===== config.mk =====
export PLATFORM = sky130hd
export DESIGN_NAME = led_code_scheduler_flat
export DESIGN_NICKNAME = d
export VERILOG_FILES = /design/src/rtl/led_code_scheduler_if.sv /design/src/rtl/led_code_scheduler.sv /design/src/flat_wrapper.sv
export SDC_FILE = /design/constraint.sdc
export NUM_CORES = 1
export LEC_CHECK = 0
export ABC_AREA = 1
export CORE_MARGIN = 3
export CORE_UTILIZATION = 54
export DETAILED_ROUTE_END_ITERATION = 10
export GPL_TIMING_DRIVEN = 0
export PLACE_DENSITY_LB_ADDON = 0.2
export SLEW_MARGIN = 20
export SYNTH_ARGS = -nofsm -noshare
export SYNTH_HDL_FRONTEND = slang
export SYNTH_SLANG_ARGS = --single-unit

===== constraint.sdc =====
create_clock -name gclk10m_buf -period 1.6 [get_ports gclk10m_buf]
set_input_delay 0.4 -clock gclk10m_buf [delete_from_list [all_inputs] [get_ports gclk10m_buf]]
set_output_delay 0.4 -clock gclk10m_buf [all_outputs]
set_load 0.005 [all_outputs]

===== src/rtl/led_code_scheduler_if.sv =====
// rtl/led_code_scheduler_if.sv - request/status bundle between the LED code scheduler and its users
//
// Signals:
//   req      [3:0] status request levels; a rising edge asks for one blink code
//   led            LED drive
//   busy           a blink code sequence is in progress
//   grant_id [1:0] requester currently (or last) shown
//   done           one-cycle pulse on the last cycle of a sequence
//   pending  [3:0] captured requests not yet shown
// Modports: master = request side (drives req), slave = scheduler side.
interface led_code_scheduler_if;
  logic [3:0] req;
  logic       led;
  logic       busy;
  logic [1:0] grant_id;
  logic       done;
  logic [3:0] pending;

  modport master (
    output req,
    input  led,
    input  busy,
    input  grant_id,
    input  done,
    input  pending
  );

  modport slave (
    input  req,
    output led,
    output busy,
    output grant_id,
    output done,
    output pending
  );
endinterface


===== src/rtl/led_code_scheduler.sv =====
// rtl/led_code_scheduler.sv - shares one status LED among four requesters as n+1 pulse blink codes
//
// Ports:
//   gclk10m_buf  in   single clock, rising edge
//   rst          in   synchronous active-high reset
//   bus          slave modport of led_code_scheduler_if (req in; led, busy, grant_id, done, pending out)
// Parameters: TICK_DIV clocks per tick, ON_TICKS / OFF_TICKS / GAP_TICKS phase lengths in ticks,
//   HB_TICKS heartbeat half-period in ticks.
// Optional feature macro: LED_HEARTBEAT_EN (led shows a heartbeat while idle).
module led_code_scheduler #(
  parameter int TICK_DIV  = 500000,
  parameter int ON_TICKS  = 4,
  parameter int OFF_TICKS = 4,
  parameter int GAP_TICKS = 20,
  parameter int HB_TICKS  = 10
) (
  input  logic                 gclk10m_buf,
  input  logic                 rst,
  led_code_scheduler_if.slave  bus
);

  if (TICK_DIV < 1 || TICK_DIV > 16777216 || ON_TICKS < 1 || ON_TICKS > 255 ||
      OFF_TICKS < 1 || OFF_TICKS > 255 || GAP_TICKS < 1 || GAP_TICKS > 255 ||
      HB_TICKS < 1 || HB_TICKS > 255) begin : g_bad_param
    $error("led_code_scheduler: parameter out of range");
  end

  typedef enum logic [1:0] {S_IDLE, S_ON, S_OFF, S_GAP} state_t;

  localparam logic [23:0] LP_TICK_LAST = 24'(TICK_DIV - 1);
  localparam logic [7:0]  LP_ON_LAST   = 8'(ON_TICKS - 1);
  localparam logic [7:0]  LP_OFF_LAST  = 8'(OFF_TICKS - 1);
  localparam logic [7:0]  LP_GAP_LAST  = 8'(GAP_TICKS - 1);

  state_t      r_state;
  logic [3:0]  r_req_q;
  logic [3:0]  r_pending;
  logic [23:0] r_tick_cnt;
  logic [7:0]  r_phase;
  logic [1:0]  r_pulse;
  logic [1:0]  r_grant;
  logic        r_led;

  state_t      w_state_nxt;
  logic        w_led_nxt;
  logic [1:0]  w_grant_nxt;
  logic [1:0]  w_pulse_nxt;
  logic        w_start;
  logic        w_done;
  logic        w_tick;
  logic [1:0]  w_first;
  logic [3:0]  w_set;
  logic [3:0]  w_clr;
  logic        w_hb_nxt;

  assign w_tick = (r_tick_cnt == LP_TICK_LAST);
  assign w_set  = bus.req & ~r_req_q;
  assign w_clr  = w_done ? (4'b0001 << r_grant) : 4'b0000;

  // Fixed priority: lowest set pending bit wins.
  always_comb begin
    w_first = 2'd0;
    if (r_pending[0])      w_first = 2'd0;
    else if (r_pending[1]) w_first = 2'd1;
    else if (r_pending[2]) w_first = 2'd2;
    else if (r_pending[3]) w_first = 2'd3;
  end

`ifdef LED_HEARTBEAT_EN
  localparam logic [7:0] LP_HB_LAST = 8'(HB_TICKS - 1);
  logic [7:0] r_hb_cnt;
  logic       r_hb;
  logic       w_hb_step;

  // The heartbeat only advances while idle, so it resumes where it stopped.
  assign w_hb_step = (r_state == S_IDLE) && w_tick;
  assign w_hb_nxt  = (w_hb_step && (r_hb_cnt == LP_HB_LAST)) ? ~r_hb : r_hb;

  always_ff @(posedge gclk10m_buf) begin
    if (rst) begin
      r_hb_cnt <= 8'd0;
      r_hb     <= 1'b0;
    end else if (w_hb_step) begin
      r_hb_cnt <= (r_hb_cnt == LP_HB_LAST) ? 8'd0 : r_hb_cnt + 8'd1;
      r_hb     <= w_hb_nxt;
    end
  end
`else
  assign w_hb_nxt = 1'b0;
`endif

  always_comb begin
    w_state_nxt = r_state;
    w_led_nxt   = r_led;
    w_grant_nxt = r_grant;
    w_pulse_nxt = r_pulse;
    w_start     = 1'b0;
    w_done      = 1'b0;
    unique case (r_state)
      S_IDLE: begin
        w_led_nxt = w_hb_nxt;
        if (|r_pending) begin
          w_start     = 1'b1;
          w_state_nxt = S_ON;
          w_led_nxt   = 1'b1;
          w_pulse_nxt = 2'd0;
          w_grant_nxt = w_first;
        end
      end
      S_ON: begin
        if (w_tick && (r_phase == LP_ON_LAST)) begin
          w_led_nxt   = 1'b0;
          w_pulse_nxt = r_pulse + 2'd1;
          // r_pulse still holds the pulses completed before this one, so
          // equality with grant_id means grant_id+1 pulses are now done.
          w_state_nxt = (r_pulse == r_grant) ? S_GAP : S_OFF;
        end
      end
      S_OFF: begin
        if (w_tick && (r_phase == LP_OFF_LAST)) begin
          w_led_nxt   = 1'b1;
          w_state_nxt = S_ON;
        end
      end
      S_GAP: begin
        if (w_tick && (r_phase == LP_GAP_LAST)) begin
          w_done      = 1'b1;
          w_led_nxt   = w_hb_nxt;
          w_state_nxt = S_IDLE;
        end
      end
      default: w_state_nxt = S_IDLE;
    endcase
  end

  always_ff @(posedge gclk10m_buf) begin
    if (rst) begin
      r_state    <= S_IDLE;
      r_req_q    <= 4'd0;
      r_pending  <= 4'd0;
      r_tick_cnt <= 24'd0;
      r_phase    <= 8'd0;
      r_pulse    <= 2'd0;
      r_grant    <= 2'd0;
      r_led      <= 1'b0;
    end else begin
      r_state   <= w_state_nxt;
      r_req_q   <= bus.req;
      // A new edge on the same cycle as its clear keeps the bit set.
      r_pending <= (r_pending & ~w_clr) | w_set;
      r_pulse   <= w_pulse_nxt;
      r_grant   <= w_grant_nxt;
      r_led     <= w_led_nxt;
      // Restarting the divider aligns every tick with the LED rising edge.
      if (w_start || w_tick) r_tick_cnt <= 24'd0;
      else                   r_tick_cnt <= r_tick_cnt + 24'd1;
      if (w_state_nxt != r_state)             r_phase <= 8'd0;
      else if (w_tick && r_state != S_IDLE)   r_phase <= r_phase + 8'd1;
    end
  end

  assign bus.led      = r_led;
  assign bus.busy     = (r_state != S_IDLE);
  assign bus.grant_id = r_grant;
  assign bus.done     = w_done;
  assign bus.pending  = r_pending;

endmodule


===== src/flat_wrapper.sv =====
// flat-port wrapper written by rule: the top's interface ports become plain ports
module led_code_scheduler_flat 
#(
  parameter int TICK_DIV  = 500000,
  parameter int ON_TICKS  = 4,
  parameter int OFF_TICKS = 4,
  parameter int GAP_TICKS = 20,
  parameter int HB_TICKS  = 10
)
  (gclk10m_buf, rst, bus_req, bus_led, bus_busy, bus_grant_id, bus_done, bus_pending);
  led_code_scheduler_if bus_i ();
  input  logic gclk10m_buf;
  input  logic rst;
  input wire logic [$bits(bus_i.req)-1:0] bus_req;
  output wire logic [$bits(bus_i.led)-1:0] bus_led;
  output wire logic [$bits(bus_i.busy)-1:0] bus_busy;
  output wire logic [$bits(bus_i.grant_id)-1:0] bus_grant_id;
  output wire logic [$bits(bus_i.done)-1:0] bus_done;
  output wire logic [$bits(bus_i.pending)-1:0] bus_pending;
  assign bus_i.req = bus_req;
  assign bus_led = bus_i.led;
  assign bus_busy = bus_i.busy;
  assign bus_grant_id = bus_i.grant_id;
  assign bus_done = bus_i.done;
  assign bus_pending = bus_i.pending;
  led_code_scheduler #(.TICK_DIV(TICK_DIV), .ON_TICKS(ON_TICKS), .OFF_TICKS(OFF_TICKS), .GAP_TICKS(GAP_TICKS), .HB_TICKS(HB_TICKS)) u_core (.gclk10m_buf(gclk10m_buf), .rst(rst), .bus(bus_i));
endmodule

==> results of run 1 <==
## path summary, 6_finish.rpt
check	from	end	slack, ps	cells past startpoint
hold / removal	u_core.r_req_q[2]$_SDFF_PP0_	u_core.bus.pending[2]$_SDFF_PP0_	470	3
setup / recovery	u_core.r_tick_cnt[1]$_SDFF_PP0_	bus_done	-290	8
setup reg to reg	u_core.r_tick_cnt[1]$_SDFF_PP0_	u_core.r_phase[0]$_SDFFE_PP0P_	-220	13
hold reg to reg	u_core.r_req_q[2]$_SDFF_PP0_	u_core.bus.pending[2]$_SDFF_PP0_	470	3
## report_power, final
group	internal [mW]	total, mW	leakage [nW]	switching (mW)
clock	0.314	0.728	0.0418	0.414
sequential	1.21	1.24	0.391	0.0285
combinational	0.175	0.372	1.04	0.197
## cells by family after synthesis
logic type | count (synthesis) | synth area share [%]
xor gates and xnor gates | 14 | 4.524
buffers and inverters | 70 | 10.16
DFF | 47 | 34.72
adders and majority gates | 2 | 0.9232
and+or+nand+nor | 244 | 43.72
AOI/OAI and AO/OA | 30 | 5.956
## worst max-delay path, cell delays in order (launching register included)
cell                      delay, ps
sky130_fd_sc_hd__dfxtp_4        370
sky130_fd_sc_hd__ha_4           150
sky130_fd_sc_hd__nand2_4         70
sky130_fd_sc_hd__nor2_8         120
sky130_fd_sc_hd__nand3_4         80
sky130_fd_sc_hd__nor2_4         150
sky130_fd_sc_hd__nand4_4        100
sky130_fd_sc_hd__inv_2           70
sky130_fd_sc_hd__buf_6           80
## sequential cells by signal, summed over array words and instances (netlist names)
signal,count
u_core.r_phase,8
u_core.bus.pending,4
u_core.bus.grant_id,2
u_core.bus.led,1
u_core.r_state,2
u_core.r_tick_cnt,24
u_core.r_pulse,2
u_core.r_req_q,4
## layer usage
metal / share of wire [%] / vias up
met2: 48 / 102
met3: 5.8 / 9
met5: 0 / -
li1: - / 1381
met1: 45 / 1261
met4: 1.1 / 0
## through the flow
step | setup slack, ps | total power [mW] | util (%)
after floorplan | 16.89 | 1.415 | -
after global placement | -609.2 | 1.515 | 61.73
after detailed placement | -624.6 | 1.519 | 61.73
after CTS | -288.3 | 2.313 | 69.07
after global routing | -370.8 | 2.432 | 73.28
final | -286.3 | 2.335 | 73.28
## final cells by class
| cell class | instances | area, µm² | area share (%) |
|---|---|---|---|
| Multi-Input combinational cell | 290 | 1682 | 47.95 |
| Sequential cell | 47 | 977.2 | 27.86 |
| Timing Repair Buffer | 41 | 387.9 | 11.06 |
| Inverter | 65 | 244.0 | 6.957 |
| Tap cell | 67 | 83.83 | 2.390 |
| Clock buffer | 6 | 72.57 | 2.069 |
| Buffer | 5 | 43.79 | 1.249 |
| Clock inverter | 2 | 16.27 | 0.4638 |
## placed cells by master, fill, tap and decap left out, types with 6 or more instances in the layout
cell	n
sky130_fd_sc_hd__o21ai_0	6
sky130_fd_sc_hd__nor2_2	7
sky130_fd_sc_hd__nor2_1	59
sky130_fd_sc_hd__dfxtp_2	14
sky130_fd_sc_hd__buf_4	23
sky130_fd_sc_hd__dfxtp_1	28
sky130_fd_sc_hd__nand3_1	18
sky130_fd_sc_hd__a21oi_1	14
sky130_fd_sc_hd__nor2_4	12
sky130_fd_sc_hd__clkdlybuf4s50_1	8
sky130_fd_sc_hd__xor2_1	10
sky130_fd_sc_hd__nand2_1	85
sky130_fd_sc_hd__nand4_1	17
sky130_fd_sc_hd__buf_6	6
sky130_fd_sc_hd__inv_1	61
sky130_fd_sc_hd__nand2_2	6
sky130_fd_sc_hd__nor3_1	10
## repair_timing
| action | 4_1_cts | 5_1_grt |
|---|---|---|
| endpoints found under the setup margin | 43 | 47 |
| setup buffers | 14 | 12 |
| endpoints found under the hold margin | 0 | 0 |
| pin swaps | 5 | 15 |
| gates resized for setup | 54 | 33 |
| gates cloned | 2 | 0 |
==> run summary, run 1 <==
sky130_fd_sc_hd__dfxtp_1 takes more of the synthesized area than any other cell. The post-synthesis instance total is 407. The number of primary I/O pins came out at 15. The count of inserted antenna diode cells is 0. The floorplan step set the die height to 76.84 µm.

STA classifies the critical path startpoint as a flip-flop. Setup repair after global routing could not meet its margin everywhere. Across the VDD grid, the largest voltage drop is 0.0006289 V. The TritonCTS sink count came out at 47. The count of standard-cell rows came out at 25. The number of global-route vias before repair came out at 2557. The clock buffer count from CTS is 5. The flow ran to the end, but the final reports show violations. The clock slew seen by the registers of the worst setup and hold paths came out at 90 ps.

The routed design could run at a clock period as short as 1886 ps. The transition time at the pin with the least slew margin came out at 411.0 ps. The aggregate global-route resource usage came out at 22.42%. After routing the design area is 0.003507 mm².

The clock tree synthesis step divided the H-tree into 2 levels. The final standard cell count with taps included and fillers excluded is 523. For met1 alone, demand over resource in global routing was 28.84%. The routability congestion estimate from global placement is 0.9141. The final-report setup violation count is 38. The total overflow left after global routing is 0. The share of post-route cells with drive strength above 1 came out at 25.00%. After layout, the worst path uses 117.9% of the clock period. The count of hold buffers inserted by post-cts repair came out at 0.

The path class of the tightest hold or removal check is reg -> reg. Between clock sinks in the finished design, the worst skew comes to 8.677 ps. The average routed wire per standard cell came out at 12.91 µm.

The number of nets handed over by synthesis was 415. The count of final max-slew check failures is 0. The first-pass iteration count of the detailed router is 5. Counting tap cells, the placed design contains a total of 488 instances.

The count of different cell masters after synthesis is 34. The area share of the leading cell type in the synthesized netlist came out at 34.72%. STA classifies the critical path endpoint as a primary output.

The initial core utilization came out at 56.63%. The worst endpoint required time is 1200 ps. Summing the sequential cell areas from Yosys gives 34.72% of the chip area. The setup slack of the critical path after layout came out at -286.3 ps. The count of final hold-check violations is 0. For this block, the routed nets add up to 6752 µm of wire. The number of flip-flops and latches in the synthesized netlist came out at 47. The worst-case headroom to the max-slew limit came out at 72.50%. The per-instance average area after synthesis is 6.659 µm². Across the run, the number of max-cap violations was 0. The checks that failed: setup timing.

For this run, global-route usage on met3 was measured as 4.577%. Yosys instantiated no cell more often than sky130_fd_sc_hd__nand2_1. The most heavily used metal layer in global routing is met2.

The area added between synthesis and finish is 29.41%. The cell leakage power came out at 1.475 nW. The via density per instance is 5.264. The number of DRC violations after detailed routing came out at 0. The estimated wirelength of the detail-placed design came out at 4360 µm.

The global-route wire length before repair came out at 11020 µm. The TritonCTS clock tree is done. The filler cell count came out at 368. The count of buffers added on input and output ports is 14.

Entering global routing, the biggest net connects 16 pins. The die outline width came out at 76.84 µm. The data arrival time of the critical path came out at 1490 ps. The violation count after the first detailed-routing iteration is 203. In the synthesized netlist the dominant register cell turns out to be sky130_fd_sc_hd__dfxtp_1.

Dividing total power by cell area gives a power density of 665.8 mW/mm². Yosys mapped a number of flops with a built-in enable equal to 0. The initial antenna violation count was 0.

After synthesis the cells add up to 0.002710 mm². The highest clock frequency the design can meet is 530.1 MHz. The tree is rooted in a sky130_fd_sc_hd__clkbuf_8. The placed instances occupy a cell area of 0.002954 mm². The setup total negative slack is -5780 ps. The commonest cells after synthesis are sky130_fd_sc_hd__nand2_1 (88), sky130_fd_sc_hd__nor2_1 (68), sky130_fd_sc_hd__inv_1 (64).

The worst hold slack across all endpoints came out at 470.0 ps. The number of antenna-violating nets in the routed design is 0. By area the synthesized netlist is led by sky130_fd_sc_hd__dfxtp_1 (35%), sky130_fd_sc_hd__nand2_1 (12%), sky130_fd_sc_hd__nor2_1 (9.4%). The global-route met2 utilization is 38.07%. The critical path is of the reg -> out type. The die area is 0.005904 mm². Of all flip-flops after synthesis, the portion carrying an async set or reset was 0%.

The count of warnings emitted by yosys is 0. The total number of nets in the final design came out at 463. The clock reaches the later pin of the worst-skew pair after 300 ps. The count of vias placed by the detailed router is 2753. The region available for standard cell placement spans 0.004786 mm². The largest fanout of any net on the critical path is 2. The worst-case clock buffer depth is 2.
No activity file was read; power rests on OpenSTA's default activity.
==> run 2: changes to the inputs <==
--- a/config.mk
+++ b/config.mk
@@ -8,6 +8,7 @@
 export ABC_AREA = 1
 export CORE_MARGIN = 3
 export CORE_UTILIZATION = 54
+export CTS_CLUSTER_SIZE = 16
 export DETAILED_ROUTE_END_ITERATION = 10
 export GPL_TIMING_DRIVEN = 0
 export PLACE_DENSITY_LB_ADDON = 0.2
==> results of run 2 <==
Final layout, timing and power as in run 1 (identical DEF).
==> run 3: changes to the inputs <==
--- a/config.mk
+++ b/config.mk
@@ -6,13 +6,13 @@
 export NUM_CORES = 1
 export LEC_CHECK = 0
 export ABC_AREA = 1
+export CORE_ASPECT_RATIO = 0.9
 export CORE_MARGIN = 3
 export CORE_UTILIZATION = 54
 export CTS_CLUSTER_SIZE = 16
 export DETAILED_ROUTE_END_ITERATION = 10
 export GPL_TIMING_DRIVEN = 0
 export PLACE_DENSITY_LB_ADDON = 0.2
-export SLEW_MARGIN = 20
 export SYNTH_ARGS = -nofsm -noshare
 export SYNTH_HDL_FRONTEND = slang
 export SYNTH_SLANG_ARGS = --single-unit
==> run 3 against run 2 <==
The flow still finishes with violations (setup timing). Clock power rose by 6.2%. First-iteration DRC count rose by 31%. Core utilization rose by 2.3 points. Routed wire length rose by 8.8%. Hold slack improved by 7.1 ps. Sequential share of layout area rose by 0.11 points.
==> run summary, run 3 (synthesis results as in run 1) <==
The root buffer cell is sky130_fd_sc_hd__clkbuf_8 (unchanged). The share of post-route cells with drive strength above 1 came out at 25.33% (was 25.00%). The endpoint type of the worst setup path is a primary output (unchanged).

The transition time at the pin with the least slew margin is 481.6 ps (was 411.0 ps). The TritonCTS clock tree is done (unchanged). The commonest non-fill, non-tap cell in the layout is sky130_fd_sc_hd__nand2_1 (unchanged).

The start point of the critical path is u_core.r_tick_cnt[16]$_SDFF_PP0_ (was u_core.r_tick_cnt[1]$_SDFF_PP0_). The standard cell core area is 0.004633 mm² (was 0.004786 mm²). The clock slew seen by the registers of the worst setup and hold paths is 100 ps (was 90 ps).

The estimated wirelength of the detail-placed design is 4547 µm (was 4360 µm). The most flop-heavy register is u_core.r_tick_cnt (unchanged). The number of flip-flops under the largest register name came out at 24 (unchanged). The setup total negative slack came out at -7280 ps (was -5780 ps). The first-pass iteration count of the detailed router is 5 (unchanged). The power per cell area came to 686.4 mW/mm² (was 665.8 mW/mm²). The worst-case headroom to the max-slew limit came out at 67.78% (was 72.50%).

The area added between synthesis and finish came out at 29.22% (was 29.41%). The count of buffers from port buffering is 14 (unchanged). The internal power is 1.705 mW (was 1.696 mW). The largest fanout of any net on the critical path is 5 (was 2). The number of antenna-violating nets in the routed design is 0 (unchanged).

RSZ-0062 raised after global routing: yes (unchanged). The pre-CTS setup slack is -619.6 ps (was -624.6 ps). The via density per instance came out at 5.585 (was 5.264).

The setup slack of the critical path after layout is -307.4 ps (was -286.3 ps). The final-report setup violation count was 40 (was 38). The count of vias placed by the detailed router came out at 2882 (was 2753).

The number of DRC violations after detailed routing came out at 0 (unchanged). The final instance area is 0.003502 mm² (was 0.003507 mm²). The worst clock skew came to 11.66 ps (was 8.677 ps). The net switching power came out at 699.0 µW (was 639.2 µW). The global-route wire length before repair is 11250 µm (was 11020 µm). The share of the clock period used by the worst path after layout was 119.2% (was 117.9%).

The clock buffer count from CTS was 5 (unchanged). The worst-case clock buffer depth is 2 (unchanged). The post-route minimum period is 1907 ps (was 1886 ps). The total number of H-tree levels is 2 (unchanged).

The number of global-route vias before repair came out at 2519 (was 2557). The cell count of the worst hold path came out at 3 (unchanged). The count of final max-slew check failures came out at 0 (unchanged).

The count of final hold-check violations is 0 (unchanged). The initial core utilization came to 58.49% (was 56.63%). The end point of the critical path is bus_done (unchanged). The end of the worst register-to-register path is u_core.r_phase[0]$_SDFFE_PP0P_ (unchanged). The data arrival time of the critical path was 1510 ps (was 1490 ps).

The count of inserted antenna diode cells came out at 0 (unchanged). The count of standard-cell rows came out at 23 (was 25). The latest clock arrival within the worst-skew pair is 320 ps (was 300 ps). The die area was 0.005906 mm² (was 0.005904 mm²). The worst endpoint required time is 1200 ps (about the same).

The die outline width is 80.68 µm (was 76.84 µm). The worst hold slack across all endpoints is 477.1 ps (was 470.0 ps). The portion of total power attributed to sequential cells is 51.1% (was 52.9%). The total grt overflow is 0 (unchanged).

The TritonCTS sink count was 47 (unchanged). The depth of the most critical reg-to-reg path came out at 13 (unchanged). The pin count of the biggest net entering global routing was 18 (was 16). The count of hold buffers inserted by post-cts repair is 0 (unchanged). The share of the core filled with cells came out at 75.59% (was 73.28%). The worst supply voltage drop on vdd came to 0.0005303 V (was 0.0006289 V). The number of primary I/O pins came out at 15 (unchanged). Largest registers ranked by flip-flop count: u_core.r_tick_cnt: 24 flops, u_core.r_phase: 8 flops (unchanged). The instance area after placement came out at 0.002948 mm² (was 0.002954 mm²). The class of the tightest hold or removal check is reg -> reg (unchanged). The category of the worst setup path launch point is a flip-flop (unchanged). Most used cells in the layout excluding fill and tap cells: sky130_fd_sc_hd__nand2_1 (83), sky130_fd_sc_hd__inv_1 (62), sky130_fd_sc_hd__nor2_1 (60), sky130_fd_sc_hd__dfxtp_1 (26), sky130_fd_sc_hd__buf_4 (20) (was sky130_fd_sc_hd__nand2_1 (85), sky130_fd_sc_hd__inv_1 (61), sky130_fd_sc_hd__nor2_1 (59), sky130_fd_sc_hd__dfxtp_1 (28), sky130_fd_sc_hd__buf_4 (23)).

The highest clock frequency the design can meet is 524.3 MHz (was 530.1 MHz). The aggregate global-route resource usage was 24.46% (was 22.42%). Violations in the final reports: setup timing (unchanged). The launch point of the worst reg-to-reg path is u_core.r_tick_cnt[1]$_SDFF_PP0_ (unchanged).

The total wirelength of the detailed-routed design came to 7347 µm (was 6752 µm). The reported max-cap violation count came out at 0 (unchanged). The average routed wire per standard cell is 14.24 µm (was 12.91 µm).

The routability congestion estimate from global placement is 0.8836 (was 0.9141). The power share of the combinational group was 16.7% (was 15.9%). The switching part of the total was 29.08% (was 27.37%). The height of the chip came out at 73.21 µm (was 76.84 µm). The violation count after the first detailed-routing iteration was 266 (was 203). The part of the power in the clock network came out at 32.2% (was 31.2%). The cell leakage power came out at 1.488 nW (was 1.475 nW). The setup slack on the worst flop-to-flop path is -280 ps (was -220 ps). The worst setup path category is reg -> out (unchanged). Result of the run: finished, violations left (unchanged). The initial antenna violation count came out at 0 (unchanged). The total number of nets in the final design came out at 461 (was 463).
run 3: cell count changes in the layout (fill, tap and decap cells not counted), sizes merged:
cell	delta
buf	-2
inv	+1
clkbuf	-1
run 3: cell type report:
type                            instances  area (µm²)
Inverter                               65       246.5
Clock inverter                          3       25.02
Fill cell                             331        1131
Clock buffer                            5       68.82
Multi-Input combinational cell        290        1695
Sequential cell                        47       979.7
Tap cell                               62       77.57
Timing Repair Buffer                   40       375.4
Buffer                                  4       33.78
run 3: how the worst min path moves through the flow:
stage,startpoint,slack (ps),to
finish,u_core.r_req_q[0]$_SDFF_PP0_,480,u_core.bus.pending[0]$_SDFF_PP0_
global route,u_core.bus.pending[1]$_SDFF_PP0_,510,u_core.bus.pending[1]$_SDFF_PP0_
CTS,u_core.r_req_q[0]$_SDFF_PP0_,470,u_core.bus.pending[0]$_SDFF_PP0_
detailed placement,u_core.r_req_q[2]$_SDFF_PP0_,450,u_core.bus.pending[2]$_SDFF_PP0_
global placement,u_core.r_req_q[2]$_SDFF_PP0_,440,u_core.bus.pending[2]$_SDFF_PP0_
floorplan,u_core.r_req_q[0]$_SDFF_PP0_,430,u_core.bus.pending[0]$_SDFF_PP0_
run 3: worst max-delay path: stages (launching register included):
cell	delay, ps
sky130_fd_sc_hd__dfxtp_1	390
sky130_fd_sc_hd__nand2_2	110
sky130_fd_sc_hd__inv_1	90
sky130_fd_sc_hd__nand2_1	100
sky130_fd_sc_hd__nor2_4	200
sky130_fd_sc_hd__nand4_4	140
sky130_fd_sc_hd__inv_2	70
sky130_fd_sc_hd__buf_6	80
run 3: repair_timing:
action	CTS	global route
gates cloned	2	0
buffers inserted	16	8
setup endpoints to repair	45	47
pin swaps	8	10
resized for setup	46	51
run 3: layer usage:
metal,routed length [µm],global-route usage (%),up-vias
met4,156,9.568,0
met1,2972,32.19,1331
met2,3561,39.52,156
met3,657,4.815,21
li1,-,-,1374
met5,0,0,-
run 3: power by group through the flow:
stage,Clock (mW),Sequential [mW],Combinational (mW)
2_1_floorplan,0,1.26,0.153
6_report,0.773,1.23,0.402
5_1_grt,0.837,1.23,0.431
4_1_cts,0.787,1.23,0.337
3_3_place_gp,0,1.27,0.247
3_5_place_dp,0,1.27,0.253
run 3: per-stage QoR:
stage                     power (mW)  instances
after CTS                      2.353        509
final                          2.404        516
after detailed placement       1.519        483
after global placement         1.514        483
after floorplan                1.415        407
after global routing           2.499        516
